File: config.mk
export PLATFORM = sky130hd
export DESIGN_NAME = mult_booth_seq_flat
export DESIGN_NICKNAME = d
export VERILOG_FILES = /design/src/rtl/mult_booth_seq_if.sv /design/src/rtl/mult_booth_seq.sv /design/src/flat_wrapper.sv
export SDC_FILE = /design/constraint.sdc
export NUM_CORES = 1
export LEC_CHECK = 0
export ABC_CLOCK_PERIOD_IN_PS = 7000
export CELL_PAD_IN_SITES_DETAIL_PLACEMENT = 1
export CELL_PAD_IN_SITES_GLOBAL_PLACEMENT = 1
export CORE_MARGIN = 3
export CORE_UTILIZATION = 44
export DETAILED_ROUTE_END_ITERATION = 8
export GPL_TIMING_DRIVEN = 0
export PLACE_DENSITY = 0.82
export SKIP_CTS_REPAIR_TIMING = 1
export SYNTH_ARGS = -nofsm -noshare
export SYNTH_HDL_FRONTEND = slang
export SYNTH_SLANG_ARGS = --single-unit
File: constraint.sdc
create_clock -name clock -period 7 [get_ports clock]
set_input_delay 2.1 -clock clock [delete_from_list [all_inputs] [get_ports clock]]
set_output_delay 2.1 -clock clock [all_outputs]
set_load 0.02 [all_outputs]
File: src/rtl/mult_booth_seq_if.sv
// Start/operand/result bundle between the execute stage and the sequential Booth multiplier.
// master drives start and operands; slave returns the product, overflow flag and status.
interface mult_booth_seq_if;
  logic        ctrl_MULT;
  logic [31:0] data_operandA;
  logic [31:0] data_operandB;
  logic [31:0] data_result;
  logic        data_exception;
  logic        data_resultRDY;
  logic        busy;

  modport master (
    output ctrl_MULT, data_operandA, data_operandB,
    input  data_result, data_exception, data_resultRDY, busy
  );

  modport slave (
    input  ctrl_MULT, data_operandA, data_operandB,
    output data_result, data_exception, data_resultRDY, busy
  );
endinterface

File: src/rtl/mult_booth_seq.sv
// Sequential radix-2 Booth multiplier: 32 steps per operation, low 32 product bits out.
// Define MULT_OVF_EXCEPTION_EN to compute the signed-overflow exception; otherwise it is tied 0.
module mult_booth_seq (
  input  logic             clock,
  input  logic             reset,
  mult_booth_seq_if.slave  bus
);

  typedef enum logic [1:0] {StIdle, StRun, StDone} state_e;

  state_e      state_q, state_d;
  logic [32:0] m_q, m_d;
  logic [32:0] acc_q, acc_d;
  logic [31:0] q_q, q_d;
  logic        qm1_q, qm1_d;
  logic [5:0]  cnt_q, cnt_d;
  logic [31:0] result_q, result_d;
  logic        exc_q, exc_d;
  logic        rdy_q, rdy_d;
  logic        busy_q, busy_d;

  logic        start;
  logic        last_step;
  logic [32:0] sum;
  logic [32:0] step_acc;
  logic [31:0] step_q;
  logic        ovf;

  assign start     = bus.ctrl_MULT;
  assign last_step = (state_q == StRun) && (cnt_q == 6'd31);

  // Booth recoding of {Q[0], Qm1}, then arithmetic shift of {ACC, Q, Qm1}.
  always_comb begin
    unique case ({q_q[0], qm1_q})
      2'b01:   sum = acc_q + m_q;
      2'b10:   sum = acc_q - m_q;
      default: sum = acc_q;
    endcase
  end

  assign step_acc = {sum[32], sum[32:1]};
  assign step_q   = {sum[0], q_q[31:1]};

`ifdef MULT_OVF_EXCEPTION_EN
  logic [63:0] product;
  logic [32:0] upper;
  assign product = {step_acc[31:0], step_q};
  assign upper   = product[63:31];
  assign ovf     = !((upper == '0) || (upper == '1));
`else
  assign ovf = 1'b0;
`endif

  // State register
  always_ff @(posedge clock or posedge reset) begin
    if (reset) begin
      state_q <= StIdle;
    end else begin
      state_q <= state_d;
    end
  end

  // Next-state logic; a start pulse restarts from any state.
  always_comb begin
    state_d = state_q;
    if (start) begin
      state_d = StRun;
    end else begin
      unique case (state_q)
        StRun:   if (cnt_q == 6'd31) state_d = StDone;
        StDone:  state_d = StIdle;
        default: state_d = StIdle;
      endcase
    end
  end

  // Datapath and registered-output next values
  always_comb begin
    m_d      = m_q;
    acc_d    = acc_q;
    q_d      = q_q;
    qm1_d    = qm1_q;
    cnt_d    = cnt_q;
    result_d = result_q;
    exc_d    = exc_q;
    rdy_d    = 1'b0;
    busy_d   = 1'b0;
    if (start) begin
      m_d    = {bus.data_operandA[31], bus.data_operandA};
      acc_d  = '0;
      q_d    = bus.data_operandB;
      qm1_d  = 1'b0;
      cnt_d  = '0;
      busy_d = 1'b1;
    end else if (state_q == StRun) begin
      acc_d  = step_acc;
      q_d    = step_q;
      qm1_d  = q_q[0];
      cnt_d  = cnt_q + 6'd1;
      busy_d = !last_step;
      if (last_step) begin
        result_d = step_q;
        exc_d    = ovf;
        rdy_d    = 1'b1;
      end
    end
  end

  always_ff @(posedge clock or posedge reset) begin
    if (reset) begin
      m_q      <= '0;
      acc_q    <= '0;
      q_q      <= '0;
      qm1_q    <= 1'b0;
      cnt_q    <= '0;
      result_q <= '0;
      exc_q    <= 1'b0;
      rdy_q    <= 1'b0;
      busy_q   <= 1'b0;
    end else begin
      m_q      <= m_d;
      acc_q    <= acc_d;
      q_q      <= q_d;
      qm1_q    <= qm1_d;
      cnt_q    <= cnt_d;
      result_q <= result_d;
      exc_q    <= exc_d;
      rdy_q    <= rdy_d;
      busy_q   <= busy_d;
    end
  end

  assign bus.data_result    = result_q;
  assign bus.data_exception = exc_q;
  assign bus.data_resultRDY = rdy_q;
  assign bus.busy           = busy_q;

endmodule
File: src/flat_wrapper.sv
// flat-port wrapper written by rule: the top's interface ports become plain ports
module mult_booth_seq_flat 
  (clock, reset, bus_ctrl_MULT, bus_data_operandA, bus_data_operandB, bus_data_result, bus_data_exception, bus_data_resultRDY, bus_busy);
  mult_booth_seq_if bus_i ();
  input  logic clock;
  input  logic reset;
  input wire logic [$bits(bus_i.ctrl_MULT)-1:0] bus_ctrl_MULT;
  input wire logic [$bits(bus_i.data_operandA)-1:0] bus_data_operandA;
  input wire logic [$bits(bus_i.data_operandB)-1:0] bus_data_operandB;
  output wire logic [$bits(bus_i.data_result)-1:0] bus_data_result;
  output wire logic [$bits(bus_i.data_exception)-1:0] bus_data_exception;
  output wire logic [$bits(bus_i.data_resultRDY)-1:0] bus_data_resultRDY;
  output wire logic [$bits(bus_i.busy)-1:0] bus_busy;
  assign bus_i.ctrl_MULT = bus_ctrl_MULT;
  assign bus_i.data_operandA = bus_data_operandA;
  assign bus_i.data_operandB = bus_data_operandB;
  assign bus_data_result = bus_i.data_result;
  assign bus_data_exception = bus_i.data_exception;
  assign bus_data_resultRDY = bus_i.data_resultRDY;
  assign bus_busy = bus_i.busy;
  mult_booth_seq u_core (.clock(clock), .reset(reset), .bus(bus_i));
endmodule
==> results of run 1 <==
## power by group
group	internal (mW)	switching [mW]	total [mW]
registers	0.899	0.102	1.00
logic	0.476	0.635	1.11
clock network	0.471	0.409	0.880
## critical path, stage by stage, from the launching register on
cell	delay [ps]
dfrtp_1	430
or4_4	580
nor4_1	780
nand2_1	210
nor2_1	280
a21oi_1	120
xnor2_1	190
ha_1	260
clkdlybuf4s15_2	270
a21o_1	210
a21o_1	170
a21oi_1	280
o21ai_0	190
a21oi_1	200
a31oi_1	180
o41ai_2	340
xnor2_1	190
a21oi_1	100
## stage by stage
stage	instances	area [um^2]	power [mW]
4_1_cts	1189	10000	2.98
3_3_place_gp	1156	9450	2.04
2_1_floorplan	828	8170	1.80
6_report	1189	10000	2.99
5_1_grt	1189	10000	3.17
3_5_place_dp	1157	9480	2.09
## per-layer routing
| metal | vias up | track usage, % |
|---|---|---|
| li1 | 3201 | - |
| met1 | 3554 | 33.0 |
| met2 | 177 | 43.1 |
| met3 | 43 | 4.77 |
| met4 | 0 | 8.74 |
| met5 | - | 0 |
## final cells by class
type	count	area share (%)
Multi-Input combinational cell	624	43.7
Buffer	48	2.36
Sequential cell	139	34.7
Tap cell	229	2.86
Clock buffer	18	4.28
Inverter	17	0.686
Clock inverter	14	1.28
Timing Repair Buffer	100	10.1
## cell usage in the layout, fill, tap and decap left out, drive strengths merged, types with 6 or more instances in the layout
cell type      instances
and3                   6
nor3                  12
a211oi                 9
nor2                  50
nor4                   6
nand2                 96
a21oi                 70
xor2                  12
o211ai                 8
nand4                  8
a31oi                 10
inv                   28
ha                    35
o21ai                 82
mux2i                 39
xnor2                 47
a21o                  12
clkbuf                61
dfrtp                139
clkdlybuf4s50         99
mux2                  55
## state kept, by name, summed over array words and instances (netlist names)
| register | flops |
|---|---|
| u_core.acc_q | 32 |
| u_core.bus.data_result | 32 |
| u_core.m_q | 32 |
| u_core.q_q | 32 |
| u_core.cnt_q | 6 |
| u_core.state_q | 2 |
| u_core.bus.busy | 1 |
| u_core.bus.data_resultRDY | 1 |
| u_core.qm1_q | 1 |
## final timing paths
path                                                       start  slack [ps]                                     end
setup / recovery                       u_core.m_q[7]$_DFFE_PP0P_        1870            u_core.acc_q[31]$_DFFE_PP0P_
hold / removal             u_core.bus.data_result[5]$_DFFE_PP0P_         510   u_core.bus.data_result[5]$_DFFE_PP0P_
setup reg to reg                       u_core.m_q[7]$_DFFE_PP0P_        1870            u_core.acc_q[31]$_DFFE_PP0P_
hold reg to reg            u_core.bus.data_result[5]$_DFFE_PP0P_         510   u_core.bus.data_result[5]$_DFFE_PP0P_
max in group asynchronous                                  reset        4020            u_core.acc_q[21]$_DFFE_PP0P_
min in group asynchronous                                  reset        2180  u_core.bus.data_result[26]$_DFFE_PP0P_
## cell families after synthesis
family	synth area share (%)
mux	12.4
other cells	0.0459
flops	42.6
fa+ha+maj	5.61
buf+inv	3.68
simple gates	11.7
xor+xnor	6.33
compound gates	17.7
==> impl_metrics.ini, run 1 <==
[grt]
grt_max_degree = 71
antenna_found_initial = 0
grt_pass1_vias = 7498
grt_overflow_total = 0
track_usage_pct = 25.5
grt_pass1_wl_um = 40700

[sta]
worstMarginPinSlew_ps = 1060
grt_setup_unrepaired = false
layout_min_cycle_time_ps = 5130
worst_slack_ps = 1870
max_slew_margin_pct = 28.9
hold_viol = 0
finalClockSkew_ps = 11.7
final_max_slew_viol_count = 0
fin_crit_sh_pct = 73.2
finalSetupViolations = 0
whs_ps = 505
setup-tns-final_ps = 0
fmax_mhz = 195

[floorplanning]
die_area_um2 = 20200
floorplan.initialDensity_pct = 45.2
core_um2 = 18100
die_x_um = 142
rows = 49
die_height_um = 142
pin_count = 102

[placed_design]
dp_hpwl_um = 17900
pre_cts_ws_ps = 2080
portBuffers = 99
place_congestion = 0.913

[clock_tree]
cts_buffers = 17
clk_pin_slew_ps = 60
clk_path_buf_depth = 2
clkLatencyLatePin_ps = 430
cts_tree = done
htreeDepth = 4
root_buffer = clkbuf_16
cts_sinks = 139

[route]
wl_met2_um = 12600
wl_met1_um = 10900
wl_met3_um = 1110
vias_per_cell = 5.87
drt_iter0_markers = 467
ant_nets = 0
wl_per_cell_um = 21.2
highest_layer = met4
post-route-drc-count = 0
wl_um = 25200
vias = 6975
first_pass_iters = 4

[logic_synthesis]
ys_seq_area_share_pct = 42.6
synth_seq_cells = 139
synth.distinct_cells = 70
ys.flop_type = dfrtp_1
synth_common_cells = dfrtp_1, nand2_1, o21ai_0
synthArstFlopShare_pct = 100
syn_inst = 828
synth_nets = 931
ys.warnings.count = 0
syn_area_um2 = 8170
synth_area_leaders = dfrtp_1, mux2_2, ha_1, xnor2_1, o21ai_0
synth_top_area_share_pct = 42.6
yosys.cell_count.top_type = dfrtp_1
syn_area_per_cell_um2 = 9.86
synth-edff-count = 0
synth_top_cell_by_area = dfrtp_1

[worst_hold_path]
hp-class = reg -> reg
hold_depth = 1

[finish]
layout.nets = 1050
regArea_um2 = 3480
layout-drive-gt1-share_pct = 12.0
utilization_pct = 55.5
antenna_cells = 0
area_growth_pct = 22.9
n_fill_cell = 2008
multi_input_area_um2 = 4390

[critical_path]
cp.arrival_ps = 5410
critPathKind = reg -> reg
reg2regPathDepth = 17
cp-start-kind = register
crit_required_ps = 7280
crit_fanout = 7
end_kind = register

[run]
drv_cap = 0

[outcome]
status = finished, final reports clean

[pwr]
powerDensity_nw_per_um2 = 298
leakage_nw = 4.40
peakVddDrop_mv = 0.182
No activity file was read; power rests on OpenSTA's default activity.
==> run 2: changes to the inputs <==
--- a/config.mk
+++ b/config.mk
@@ -5,7 +5,7 @@
 export SDC_FILE = /design/constraint.sdc
 export NUM_CORES = 1
 export LEC_CHECK = 0
-export ABC_CLOCK_PERIOD_IN_PS = 7000
+export ABC_CLOCK_PERIOD_IN_PS = 4750
 export CELL_PAD_IN_SITES_DETAIL_PLACEMENT = 1
 export CELL_PAD_IN_SITES_GLOBAL_PLACEMENT = 1
 export CORE_MARGIN = 3
==> constraint.sdc (replaced) <==
create_clock -name clock -period 4.75 [get_ports clock]
set_input_delay 1.425 -clock clock [delete_from_list [all_inputs] [get_ports clock]]
set_output_delay 1.425 -clock clock [all_outputs]
set_load 0.02 [all_outputs]
==> run 2 against run 1 <==
Wire length grew 6.2%. Fmax is 13% higher. Final cell count is 0.17% higher. Clock power is 55% higher. Clock skew about the same. Sequential power grew 48%. Critical path type unchanged. Largest cell class unchanged. Largest power group unchanged.
==> impl_metrics.ini, run 2 (synthesis results as in run 1) <==
[floorplanning]
floorplan.initialDensity_pct = 45.2
die_x_um = 142
pin_count = 102
die_area_um2 = 20200
rows = 49
die_height_um = 142
core_um2 = 18100

[placed_design]
pre_cts_ws_ps = -144
place_area_um2 = 9510
dpl.cell_count = 1159
dp_hpwl_um = 18200
place_congestion = 0.888
portBuffers = 99

[critical_path]
worst_path_max_delay_cell = or4b_4
reg2reg_to = u_core.acc_q[28]$_DFFE_PP0P_
cp_slowest_stage_delay_ps = 520
crit_required_ps = 5100
reg2regPathDepth = 17
cp.arrival_ps = 4880
ff2ff_setup_slack_ps = 220
crit_path_cell_trace = inv_1 -> ha_1 -> or4b_4 -> nor4_4 -> nand2_2 -> nor4b_4 -> nor2_1 -> xnor2_1 -> ha_1 -> a21o_1 -> a31oi_1 -> o21ai_0 -> nand3_1 -> a21oi_1 -> or3b_2 -> a31o_1 -> a21oi_1
path_buf_inv = 1
end_kind = register
crit_path_start = u_core.m_q[0]$_DFFE_PP0P_
setup.worst_path.end = u_core.acc_q[28]$_DFFE_PP0P_
cp.depth = 17
cp-start-kind = register
path_delay_family = simple AND/OR/NAND/NOR gates
crit_fanout = 8
critPathKind = reg -> reg
r2r-start = u_core.m_q[0]$_DFFE_PP0P_

[clock_tree]
cts_tree = done
root_buffer = clkbuf_16
clkLatencyLatePin_ps = 430
cts_buffers = 17
htreeDepth = 4
clk_pin_slew_ps = 70
clk_path_buf_depth = 2
cts_sinks = 139

[finish]
layout-drive-gt1-share_pct = 13.4
final_cell_mix = dfrtp_1, clkdlybuf4s50_1, nand2_1
antenna_cells = 0
utilization_pct = 56.2
layout_commonest_cell = dfrtp_1
instances_no_fill = 1191
area_growth_pct = 24.4
layout.nets = 1052
fin_area_um2 = 10200
n_fill_cell = 1965

[grt]
track_usage_pct = 27.0
grt_pass1_wl_um = 42600
grt_max_degree = 40
grt_pass1_vias = 7731
grt_overflow_total = 0
antenna_found_initial = 1

[route]
post-route-drc-count = 0
wl_per_cell_um = 22.5
first_pass_iters = 5
ant_nets = 0
drt_iter0_markers = 371
vias_per_cell = 5.95
vias = 7088
wl_um = 26800

[outcome]
status = finished, final reports clean

[sta]
worst_slack_ps = 221
worstMarginPinSlew_ps = 975
hold_viol = 0
finalSetupViolations = 0
finalClockSkew_ps = 11.8
whs_ps = 511
max_slew_margin_pct = 34.4
final_max_slew_viol_count = 0
layout_min_cycle_time_ps = 4530
fin_crit_sh_pct = 95.3
fmax_mhz = 221

[pwr]
peakVddDrop_mv = 0.274
powerDensity_nw_per_um2 = 443
leakage_nw = 4.45

[worst_hold_path]
hp-class = reg -> reg
min_from = u_core.bus.data_result[0]$_DFFE_PP0P_

[run]
drv_cap = 0
-- run 2: changes by cell type in the layout (fill, tap and decap cells not counted), sizes merged --
cell,change
buf,+4
bufinv,+2
inv,-8
clkinvlp,+1
clkbuf,-2
clkinv,+5
-- run 2: worst reg2reg max path, cell delays in order (launching register included) --
cell and delay [ps]:
dfrtp_1 430, inv_1 90, ha_1 190, or4b_4 520, nor4_4 390, nand2_2 170, nor4b_4 260, nor2_1 100
xnor2_1 150, ha_1 470, a21o_1 210, a31oi_1 100, o21ai_0 150, nand3_1 100, a21oi_1 260, or3b_2 480
a31o_1 220, a21oi_1 160
-- run 2: worst min-delay path by stage --
stage / cells past startpoint / endpoint / slack (ps)
CTS: 1 / u_core.bus.data_result[0]$_DFFE_PP0P_ / 520
global route: 1 / u_core.bus.data_result[7]$_DFFE_PP0P_ / 540
detailed placement: 1 / u_core.bus.data_result[3]$_DFFE_PP0P_ / 500
finish: 1 / u_core.bus.data_result[0]$_DFFE_PP0P_ / 510
floorplan: 1 / u_core.state_q[1]$_DFFE_PP0P_ / 460
global placement: 1 / u_core.state_q[1]$_DFFE_PP0P_ / 490
-- run 2: power by group --
| group | switching (mW) | internal (mW) |
|---|---|---|
| combinational | 0.954 | 0.709 |
| clock | 0.578 | 0.785 |
| sequential | 0.155 | 1.33 |
| total | 1.69 | 2.82 |
-- run 2: area by class of cell --
type / instances / area, um^2 / area share (%)
Tap cell: 229 / 287 / 2.82
Clock buffer: 18 / 429 / 4.22
Buffer: 46 / 234 / 2.30
Inverter: 17 / 67.6 / 0.665
Clock inverter: 14 / 163 / 1.60
Timing Repair Buffer: 104 / 1070 / 10.5
Multi-Input combinational cell: 624 / 4440 / 43.7
Sequential cell: 139 / 3480 / 34.2
-- run 2: metal layers --
| layer | vias up | track usage, % | part of all wire [%] |
|---|---|---|---|
| met5 | - | 0 | 0.041 |
| met4 | 2 | 8.38 | 2.3 |
| met3 | 48 | 5.81 | 5.0 |
| met2 | 213 | 47.0 | 51 |
| met1 | 3628 | 33.6 | 41 |
| li1 | 3197 | - | - |
-- run 2: per-stage QoR --
step	power, mW	setup TNS [ps]
after global placement	3.01	-185
after detailed placement	3.08	-291
final	4.51	0
after global routing	4.75	-29.5
after CTS	4.48	-986
after floorplan	2.65	0
